**config.mk**
```make
export PLATFORM = sky130hd
export DESIGN_NAME = pkt_fifo
export DESIGN_NICKNAME = d
export VERILOG_FILES = /design/src/rtl/pkt_fifo_pkg.sv /design/src/rtl/pkt_fifo_mem.sv /design/src/rtl/pkt_fifo.sv
export SDC_FILE = /design/constraint.sdc
export NUM_CORES = 2
export LEC_CHECK = 0
export CORE_ASPECT_RATIO = 0.75
export CORE_MARGIN = 5
export CORE_UTILIZATION = 58
export CTS_BUF_LIST = sky130_fd_sc_hd__clkbuf_4 sky130_fd_sc_hd__clkbuf_8
export DETAILED_ROUTE_END_ITERATION = 8
export GPL_TIMING_DRIVEN = 0
export PLACE_DENSITY = 0.78
export SLEW_MARGIN = 0
export SYNTH_ARGS = -nofsm -noshare
export SYNTH_HDL_FRONTEND = slang
export SYNTH_HIERARCHICAL = 1
export SYNTH_SLANG_ARGS = --single-unit
```
**constraint.sdc**
```tcl
create_clock -name clk -period 5.9 [get_ports clk]
set_input_delay 1.475 -clock clk [delete_from_list [all_inputs] [get_ports clk]]
set_output_delay 1.475 -clock clk [all_outputs]
set_load 0.02 [all_outputs]
```
**src/rtl/pkt_fifo_pkg.sv**
```systemverilog
// Shared types and entry layout for the store-and-forward packet FIFO.
package pkt_fifo_pkg;

   typedef enum logic [1:0] {
      IDLE    = 2'd0,
      PKT     = 2'd1,
      DISCARD = 2'd2
   } wr_state_t;

   // Entry layout is {sop, eop, data}; flag positions sit just above the payload.
   localparam int unsigned SOP_OFS = 1;
   localparam int unsigned EOP_OFS = 0;

   function automatic int unsigned entry_width(input int unsigned data_width);
      return data_width + 2;
   endfunction

   function automatic int unsigned sop_bit(input int unsigned data_width);
      return data_width + SOP_OFS;
   endfunction

   function automatic int unsigned eop_bit(input int unsigned data_width);
      return data_width + EOP_OFS;
   endfunction

endpackage

```
**src/rtl/pkt_fifo_mem.sv**
```systemverilog
// 1W1R register array: synchronous write, asynchronous (show-ahead) read.
module pkt_fifo_mem #(
   parameter int unsigned width = 66,
   parameter int unsigned depth = 32
) (
   input  logic                     clk,
   input  logic                     we,
   input  logic [$clog2(depth)-1:0] waddr,
   input  logic [width-1:0]         wdata,
   input  logic [$clog2(depth)-1:0] raddr,
   output logic [width-1:0]         rdata
);

   logic [width-1:0] mem [depth];

   always_ff @(posedge clk) begin
      if (we) mem[waddr] <= wdata;
   end

   assign rdata = mem[raddr];

endmodule

```
**src/rtl/pkt_fifo.sv**
```systemverilog
// Store-and-forward packet FIFO with commit/rollback and FWFT read port.
// Define PKT_FIFO_DROP_EN to drop packets on full instead of back-pressuring.
module pkt_fifo
   import pkt_fifo_pkg::*;
#(
   parameter int unsigned fifo_data_width    = 64,
   parameter int unsigned fifo_length        = 32,
   parameter int unsigned fifo_pointer_width = 5,
   parameter int unsigned fifo_cnt_width     = 16
) (
   input  logic                          clk,
   input  logic                          rst,
   input  logic                          wr_vld,
   input  logic                          wr_sop,
   input  logic                          wr_eop,
   input  logic [fifo_data_width-1:0]    wr_data,
   output logic                          wr_ready,
   input  logic                          rd_ready,
   output logic                          rd_vld,
   output logic                          rd_sop,
   output logic                          rd_eop,
   output logic [fifo_data_width-1:0]    rd_data,
   output logic [fifo_pointer_width:0]   pkt_cnt,
   output logic [fifo_pointer_width:0]   level,
   output logic                          overflow,
   output logic                          proto_err,
   output logic [fifo_cnt_width-1:0]     drop_cnt
);

   localparam int unsigned PW      = fifo_pointer_width;
   localparam int unsigned CW      = fifo_cnt_width;
   localparam int unsigned EW      = entry_width(fifo_data_width);
   localparam int unsigned SOP_BIT = sop_bit(fifo_data_width);
   localparam int unsigned EOP_BIT = eop_bit(fifo_data_width);
   localparam logic [PW:0] PTR_ONE = (PW+1)'(1);
   localparam logic [PW:0] PTR_LEN = (PW+1)'(fifo_length);

   wr_state_t   state, state_nxt;
   logic [PW:0] wptr, cptr, rptr;
   logic [PW:0] wptr_nxt, cptr_nxt, rptr_nxt, wr_base;
   logic        full, accept, pop, pop_eop;
   logic        store, we, commit, drop, perr;
   logic        oversize, drop_full;
   logic [EW-1:0] rd_entry;

   assign full    = (wptr - rptr) == PTR_LEN;
   assign accept  = wr_vld && wr_ready;
   assign rd_vld  = (pkt_cnt != '0);
   assign pop     = rd_vld && rd_ready;
   assign pop_eop = pop && rd_entry[EOP_BIT];
   assign rptr_nxt = pop ? rptr + PTR_ONE : rptr;

`ifdef PKT_FIFO_DROP_EN
   assign wr_ready  = 1'b1;
   assign oversize  = 1'b0;
   assign drop_full = full;
`else
   assign wr_ready  = (state == DISCARD) || !full;
   assign oversize  = full && (pkt_cnt == '0) && (rptr == cptr);
   assign drop_full = 1'b0;
`endif

   // A sop inside an open packet restarts at the commit point; otherwise append.
   assign wr_base = (state == PKT && !wr_sop) ? wptr : cptr;

   // Write FSM next-state, pointer updates and event strobes.
   always_comb begin
      state_nxt = state;
      wptr_nxt  = wptr;
      cptr_nxt  = cptr;
      store     = 1'b0;
      we        = 1'b0;
      commit    = 1'b0;
      drop      = 1'b0;
      perr      = 1'b0;
      case (state)
         IDLE: begin
            if (accept) begin
               if (!wr_sop) begin
                  perr = 1'b1;
               end else if (drop_full) begin
                  drop      = 1'b1;
                  state_nxt = wr_eop ? IDLE : DISCARD;
               end else begin
                  store = 1'b1;
               end
            end
         end
         PKT: begin
            if (oversize) begin
               wptr_nxt  = cptr;
               drop      = 1'b1;
               state_nxt = DISCARD;
            end else if (accept) begin
               perr = wr_sop;
               if (drop_full) begin
                  wptr_nxt  = cptr;
                  drop      = 1'b1;
                  state_nxt = wr_eop ? IDLE : DISCARD;
               end else begin
                  store = 1'b1;
               end
            end
         end
         DISCARD: begin
            if (accept) begin
               if (wr_sop) begin
                  perr = 1'b1;
                  if (full) begin
                     drop      = 1'b1;
                     state_nxt = wr_eop ? IDLE : DISCARD;
                  end else begin
                     store = 1'b1;
                  end
               end else if (wr_eop) begin
                  state_nxt = IDLE;
               end
            end
         end
         default: state_nxt = IDLE;
      endcase
      if (store) begin
         we       = 1'b1;
         wptr_nxt = wr_base + PTR_ONE;
         if (wr_eop) begin
            cptr_nxt  = wr_base + PTR_ONE;
            commit    = 1'b1;
            state_nxt = IDLE;
         end else begin
            state_nxt = PKT;
         end
      end
   end

   // State and pointer registers.
   always_ff @(posedge clk or posedge rst) begin
      if (rst) begin
         state <= IDLE;
         wptr  <= '0;
         cptr  <= '0;
         rptr  <= '0;
         level <= '0;
      end else begin
         state <= state_nxt;
         wptr  <= wptr_nxt;
         cptr  <= cptr_nxt;
         rptr  <= rptr_nxt;
         level <= wptr_nxt - rptr_nxt;
      end
   end

   // Packet count and sticky status; a same-cycle commit and eop pop cancel.
   always_ff @(posedge clk or posedge rst) begin
      if (rst) begin
         pkt_cnt   <= '0;
         overflow  <= 1'b0;
         proto_err <= 1'b0;
         drop_cnt  <= '0;
      end else begin
         case ({commit, pop_eop})
            2'b10:   pkt_cnt <= pkt_cnt + PTR_ONE;
            2'b01:   pkt_cnt <= pkt_cnt - PTR_ONE;
            default: pkt_cnt <= pkt_cnt;
         endcase
         if (drop) overflow <= 1'b1;
         if (perr) proto_err <= 1'b1;
         if (drop && (drop_cnt != '1)) drop_cnt <= drop_cnt + CW'(1);
      end
   end

   pkt_fifo_mem #(
      .width (EW),
      .depth (fifo_length)
   ) u_mem (
      .clk   (clk),
      .we    (we),
      .waddr (wr_base[PW-1:0]),
      .wdata ({wr_sop, wr_eop, wr_data}),
      .raddr (rptr[PW-1:0]),
      .rdata (rd_entry)
   );

   assign rd_sop  = rd_entry[SOP_BIT];
   assign rd_eop  = rd_entry[EOP_BIT];
   assign rd_data = rd_entry[fifo_data_width-1:0];

endmodule
```
After elaboration in Yosys (flattened, before gate mapping)
Memory sizes are Yosys's and may differ from the RTL's. Index checks and enable logic that the tools add are counted.

Memory bits (read-only): 0. Input bits: 70. Output and inout port bits: 98. Bits in writable memories: 2112. Register bits: 50. Latch bits: 0. Memories kept: 1. Word-level logic and storage cells: 83.

Equal/unequal tests: 12. Multiply operators: 0. Order comparisons: 0. Reductions and logical operators: 16. Shift-type cells: 0. Divide/modulo/power cells: 0. Bitwise gates (word level): 0. Muxes and demuxes: 38. Add/subtract/negate cells: 7.

Memories: u_mem.mem (words 32, width 66, rd ports 1, clocked after memory_dff 0, write ports 1, RTL line pkt_fifo_mem.sv:14) `logic [width-1:0] mem [depth];`.

Operators by type and width (number): two-way mux 6 bit (5); two-way mux 1 bit (21); adder 6 x 1 -> 6 bit (second input constant) (3); adder 16 x 1 -> 16 bit (second input constant) (1); != test 16 bit (second input constant) (1); two-way mux 2 bit (7); one-hot mux 6 bit (2 select lines) (1); subtractor 6 bit (2); != test 4 bit (second input constant) (2); logical AND 1 bit (7); == test 6 bit (1); == test 6 bit (second input constant) (1); zero test 6 bit (1); != test 3 bit (second input constant) (2); one-hot mux 1 bit (3 select lines) (2); one-hot mux 2 bit (3 select lines) (1); nonzero test 6 bit (1); subtractor 6 x 1 -> 6 bit (second input constant) (1); AND reduction 5 bit (1); == test 2 x 1 -> 1 bit (second input constant) (2); == test 2 bit (second input constant) (2); zero test 1 bit (2); zero test 2 bit (1); != test 2 bit (second input constant) (1); other kinds (4) (4).

Depth between registers and ports, before layout
Depth in word-level cells: 11. Mapped depth: 23. Mapped depth without buffers: 21.

Hierarchy
The synthesis kept the hierarchy.

By module, submodules not included: pkt_fifo_mem (cells each 3131, area an instance 80133.1 sq um, instances 1, sequential area each 63420.8 sq um); pkt_fifo (cells each 314, area an instance 3200.6 sq um, instances 1, sequential area each 1251.2 sq um).

Worst setup path after synthesis
OpenSTA, ideal clock, no wires.

Path type: input -> register. From: input wr_sop. To: memory u_mem.mem[20][0], enable pin. Setup time: 0.491 ns. Stages: 7. Slack: -0.537 ns. Required time: 5.409 ns. Path buffers: 2. Data arrival time: 5.947 ns. Path through: clkbuf_1 nor2_1 mux2i_1 inv_1 or3b_2 clkbuf_1 nor2_1.

Elaborated cells on any way between the ends: 11. Those cells by class: mux (9); reduce/logical (2).

RTL lines: start: declaration (RTL line pkt_fifo.sv:14) `input logic wr_sop,`; zero test 1 bit; logical AND 1 bit (RTL line pkt_fifo.sv:64) `assign wr_base = (state == PKT && !wr_sop) ? wptr : cptr;`; two-way mux 6 bit (RTL line pkt_fifo.sv:64); net wr_base[0] (RTL line pkt_fifo.sv:40) `logic [PW:0] wptr_nxt, cptr_nxt, rptr_nxt, wr_base;`; end: declaration (RTL line pkt_fifo_mem.sv:14).

The timed path passes the listed nets, and every way through them passes these cells.

Worst setup path in the final report
From: register rptr[4]. To: output rd_data[56].

Longest elaborated chain between the ends: 1.

Ends and longest elaborated chain: start: declaration (RTL line pkt_fifo.sv:39) `logic [PW:0] wptr, cptr, rptr;`; start signal: assignment (RTL line pkt_fifo.sv:147) `rptr <= rptr_nxt;`; memory (32 x 66 bit); end: declaration (RTL line pkt_fifo.sv:22) `output logic [fifo_data_width-1:0] rd_data,`.

Every way passes these cells.

==> flow_summary.json <==
{
  "final_cell_mix": "edfxtp_1 (2112), mux4_2 (619), clkbuf_8 (333)",
  "fin_hold_ws_ns": 0.485,
  "cts_tree": "yes",
  "synthesis.nets": 3536,
  "post-place-ws_ns": -1.04,
  "path_class": "flop to output port",
  "p_per_area_nw_per_um2": 474,
  "area_growth_pct": 16.1,
  "syn_inst": 3445,
  "grt_overflow": 0,
  "synth_area_sq_um": 83300,
  "synth_edf_count": 2112,
  "synth_ff_type": "edfxtp_1",
  "hp-class": "flop to flop",
  "io_buffers": 167,
  "pin_count": 168,
  "synth_top_family_by_area": "multiplexers",
  "wire_per_inst_um": 35.7,
  "fin_cells": 6191,
  "vias": 42200,
  "postLayoutCoreUtil_pct": 67.7,
  "placed_cells": 5615,
  "outcome": "completed",
  "dp_hpwl_um": 141000,
  "cellLeakagePower_nw": 30.9,
  "grt_use_total_pct": 29.2,
  "fin_skew_ns": 0.0575,
  "rows": 120,
  "final_cell_area_sq_um": 96700,
  "cp-end-kind": "output port",
  "worstPathRequired_ns": 4.43,
  "synth-compound-area-share_pct": 0.860,
  "grt_pass1_wl_um": 310000,
  "viasPerCell": 6.82,
  "hold_viol_final": 0,
  "cts_buffers": 327,
  "cts.sinks": 2162,
  "peakVddDrop_v": 0.000276,
  "cts-root-buf": "clkbuf_8",
  "dieArea_sq_um": 151000,
  "drc": 0,
  "path_max_fanout": 10,
  "cap_violations": 0,
  "rsz0062_at_grt": "yes",
  "start_util_pct": 58.4,
  "layout_min_cycle_time_ns": 5.88,
  "arrival_ns": 4.40,
  "syn_avg_cell_area_sq_um": 24.2,
  "grt_pass1_vias": 42500,
  "nets": 4155,
  "max_freq_mhz": 170,
  "place_congestion": 0.770,
  "ys_types": 65,
  "grt_max_degree": 42,
  "fillerInstances": 8094,
  "cts_buffer_depth": 4,
  "ys_seq_area_share_pct": 77.6,
  "wl_um": 221000,
  "postRouteAntennaNets": 0,
  "die_w_um": 448,
  "min_period_over_period_pct": 99.6,
  "final_layout_size_suffix_gt1_share_pct": 35.4,
  "setup_violations": 0,
  "drt_iter0_markers": 6749,
  "dr.pass1.iters": 5,
  "yosys.area_share.simple_pct": 1.02,
  "muxShareOfSynthArea_pct": 18.5,
  "post_dp_cell_area_sq_um": 90100,
  "die_h_um": 338,
  "h-tree-depth": 5,
  "clk_latency_ns": 0.99,
  "final_common_cell": "edfxtp_1",
  "yosys.area_share.adder_pct": 0.324,
  "worstSetupStartpointType": "flop",
  "synth_xor_area_share_pct": 0.500,
  "ys_ff_latch": 2162,
  "core_region_area_sq_um": 143000,
  "yosys_warnings": 6,
  "slew_viol_final": 0,
  "antenna_found_initial": 17,
  "worst_slew_pin_slew_ns": 1.13,
  "clk_pin_slew_worst_paths_ns": 0.06,
  "slew_headroom_pct": 24.2,
  "async_flop_share_pct": 2.31,
  "setup_slack_ns": 0.0221
}
what timing repair did:
action / CTS / global route
resized for setup: 223 / 42
hold buffers: 0 / 0
endpoints found under the setup margin: 89 / 269
pin swaps: 1 / 5
buffers inserted: 1 / 12
logic make-up (layout without fill, tap and decap cells):
| group | Yosys count | in the layout |
|---|---|---|
| xor gates and xnor gates | 45 | 45 |
| buffers and inverters | 201 | 1041 |
| AOI/OAI and AO/OA | 99 | 99 |
| and+or+nand+nor | 158 | 158 |
| DFF | 2162 | 2162 |
| muxes | 759 | 759 |
| other | 0 | 15 |
| adders and majority gates | 21 | 21 |
worst paths after layout:
path | start | slack (ns) | cells past startpoint | to
worst max-delay path | rptr[4]$_DFF_PP0_ | 0.02 | 6 | rd_data[56]
worst min-delay path | overflow$_DFFE_PP0P_ | 0.48 | 2 | overflow$_DFFE_PP0P_
worst max register to register | rptr[1]$_DFF_PP0_ | 0.09 | 16 | u_mem/mem[24][43]$_DFFE_PP_
worst min register to register | overflow$_DFFE_PP0P_ | 0.48 | 2 | overflow$_DFFE_PP0P_
max in group asynchronous | rst | 4.65 | 3 | rptr[0]$_DFF_PP0_
min in group asynchronous | rst | 0.74 | 2 | drop_cnt[12]$_DFFE_PP0P_
layer usage:
layer / global-route usage, % / part of all wire, % / vias up
li1: - / - / 16100
met1: 40.3 / 34 / 21800
met2: 45.1 / 47 / 3745
met3: 8.46 / 15 / 574
met4: 11.4 / 4.5 / 2
met5: 0 / 0.0059 / -
per-stage QoR:
stage          total power, mW  setup TNS (ns)
2_1_floorplan             27.7         -499.90
3_3_place_gp              33.4               -
3_5_place_dp              33.9         -997.09
4_1_cts                   45.7               0
5_1_grt                   47.3          -0.373
6_report                  45.8               0
registers in the layout, summed over array words and instances, names as in the netlist:
signal / count
u_mem/mem: 2112
proto_err: 1
wptr: 6
cptr: 6
overflow: 1
state: 2
drop_cnt: 16
level: 6
pkt_cnt: 6
rptr: 6
critical path: stages (launching register included):
cell and delay, ns:
dfrtp_1 0.45, clkbuf_2 0.44, clkbuf_2 0.62, clkbuf_2 0.52, mux4_2 0.43, mux2_2 0.36, clkdlybuf4s50_1 0.57
Yosys cell counts, types with 17 or more instances:
| cell type | n | area share [%] |
|---|---|---|
| edfxtp_1 | 2112 | 76 |
| mux4_2 | 619 | 17 |
| mux2_2 | 88 | 1.2 |
| clkbuf_1 | 67 | 0.30 |
| nor2_1 | 66 | 0.30 |
| buf_2 | 63 | 0.38 |
| mux2i_1 | 51 | 0.61 |
| dfrtp_1 | 50 | 1.5 |
| inv_1 | 26 | 0.12 |
| buf_1 | 24 | 0.11 |
| xnor2_1 | 24 | 0.25 |
| nand2_1 | 21 | 0.095 |
| ha_1 | 20 | 0.30 |
| xor2_1 | 18 | 0.19 |
| o21ai_0 | 17 | 0.10 |
final cells by class:
class                      count  area (sq um)  share of cell area (%)
antenna                       15          37.5                  0.0388
buffer                       171          1300                    1.34
clock buffer                 435          5340                    5.52
clock inverter               115           676                   0.699
inverter                      28           105                   0.109
multi-input combinational   1082         18000                    18.6
sequential                  2162         64700                    66.9
tap                         1891          2370                    2.45
timing repair buffer         292          4250                    4.39
where the power goes:
part,internal (mW),total (mW),switching (mW)
registers,17.6,17.9,0.259
logic,7.31,16.3,8.97
clock network,6.16,11.6,5.48
total,31.1,45.8,14.7
(Power assumes the default switching activity.)
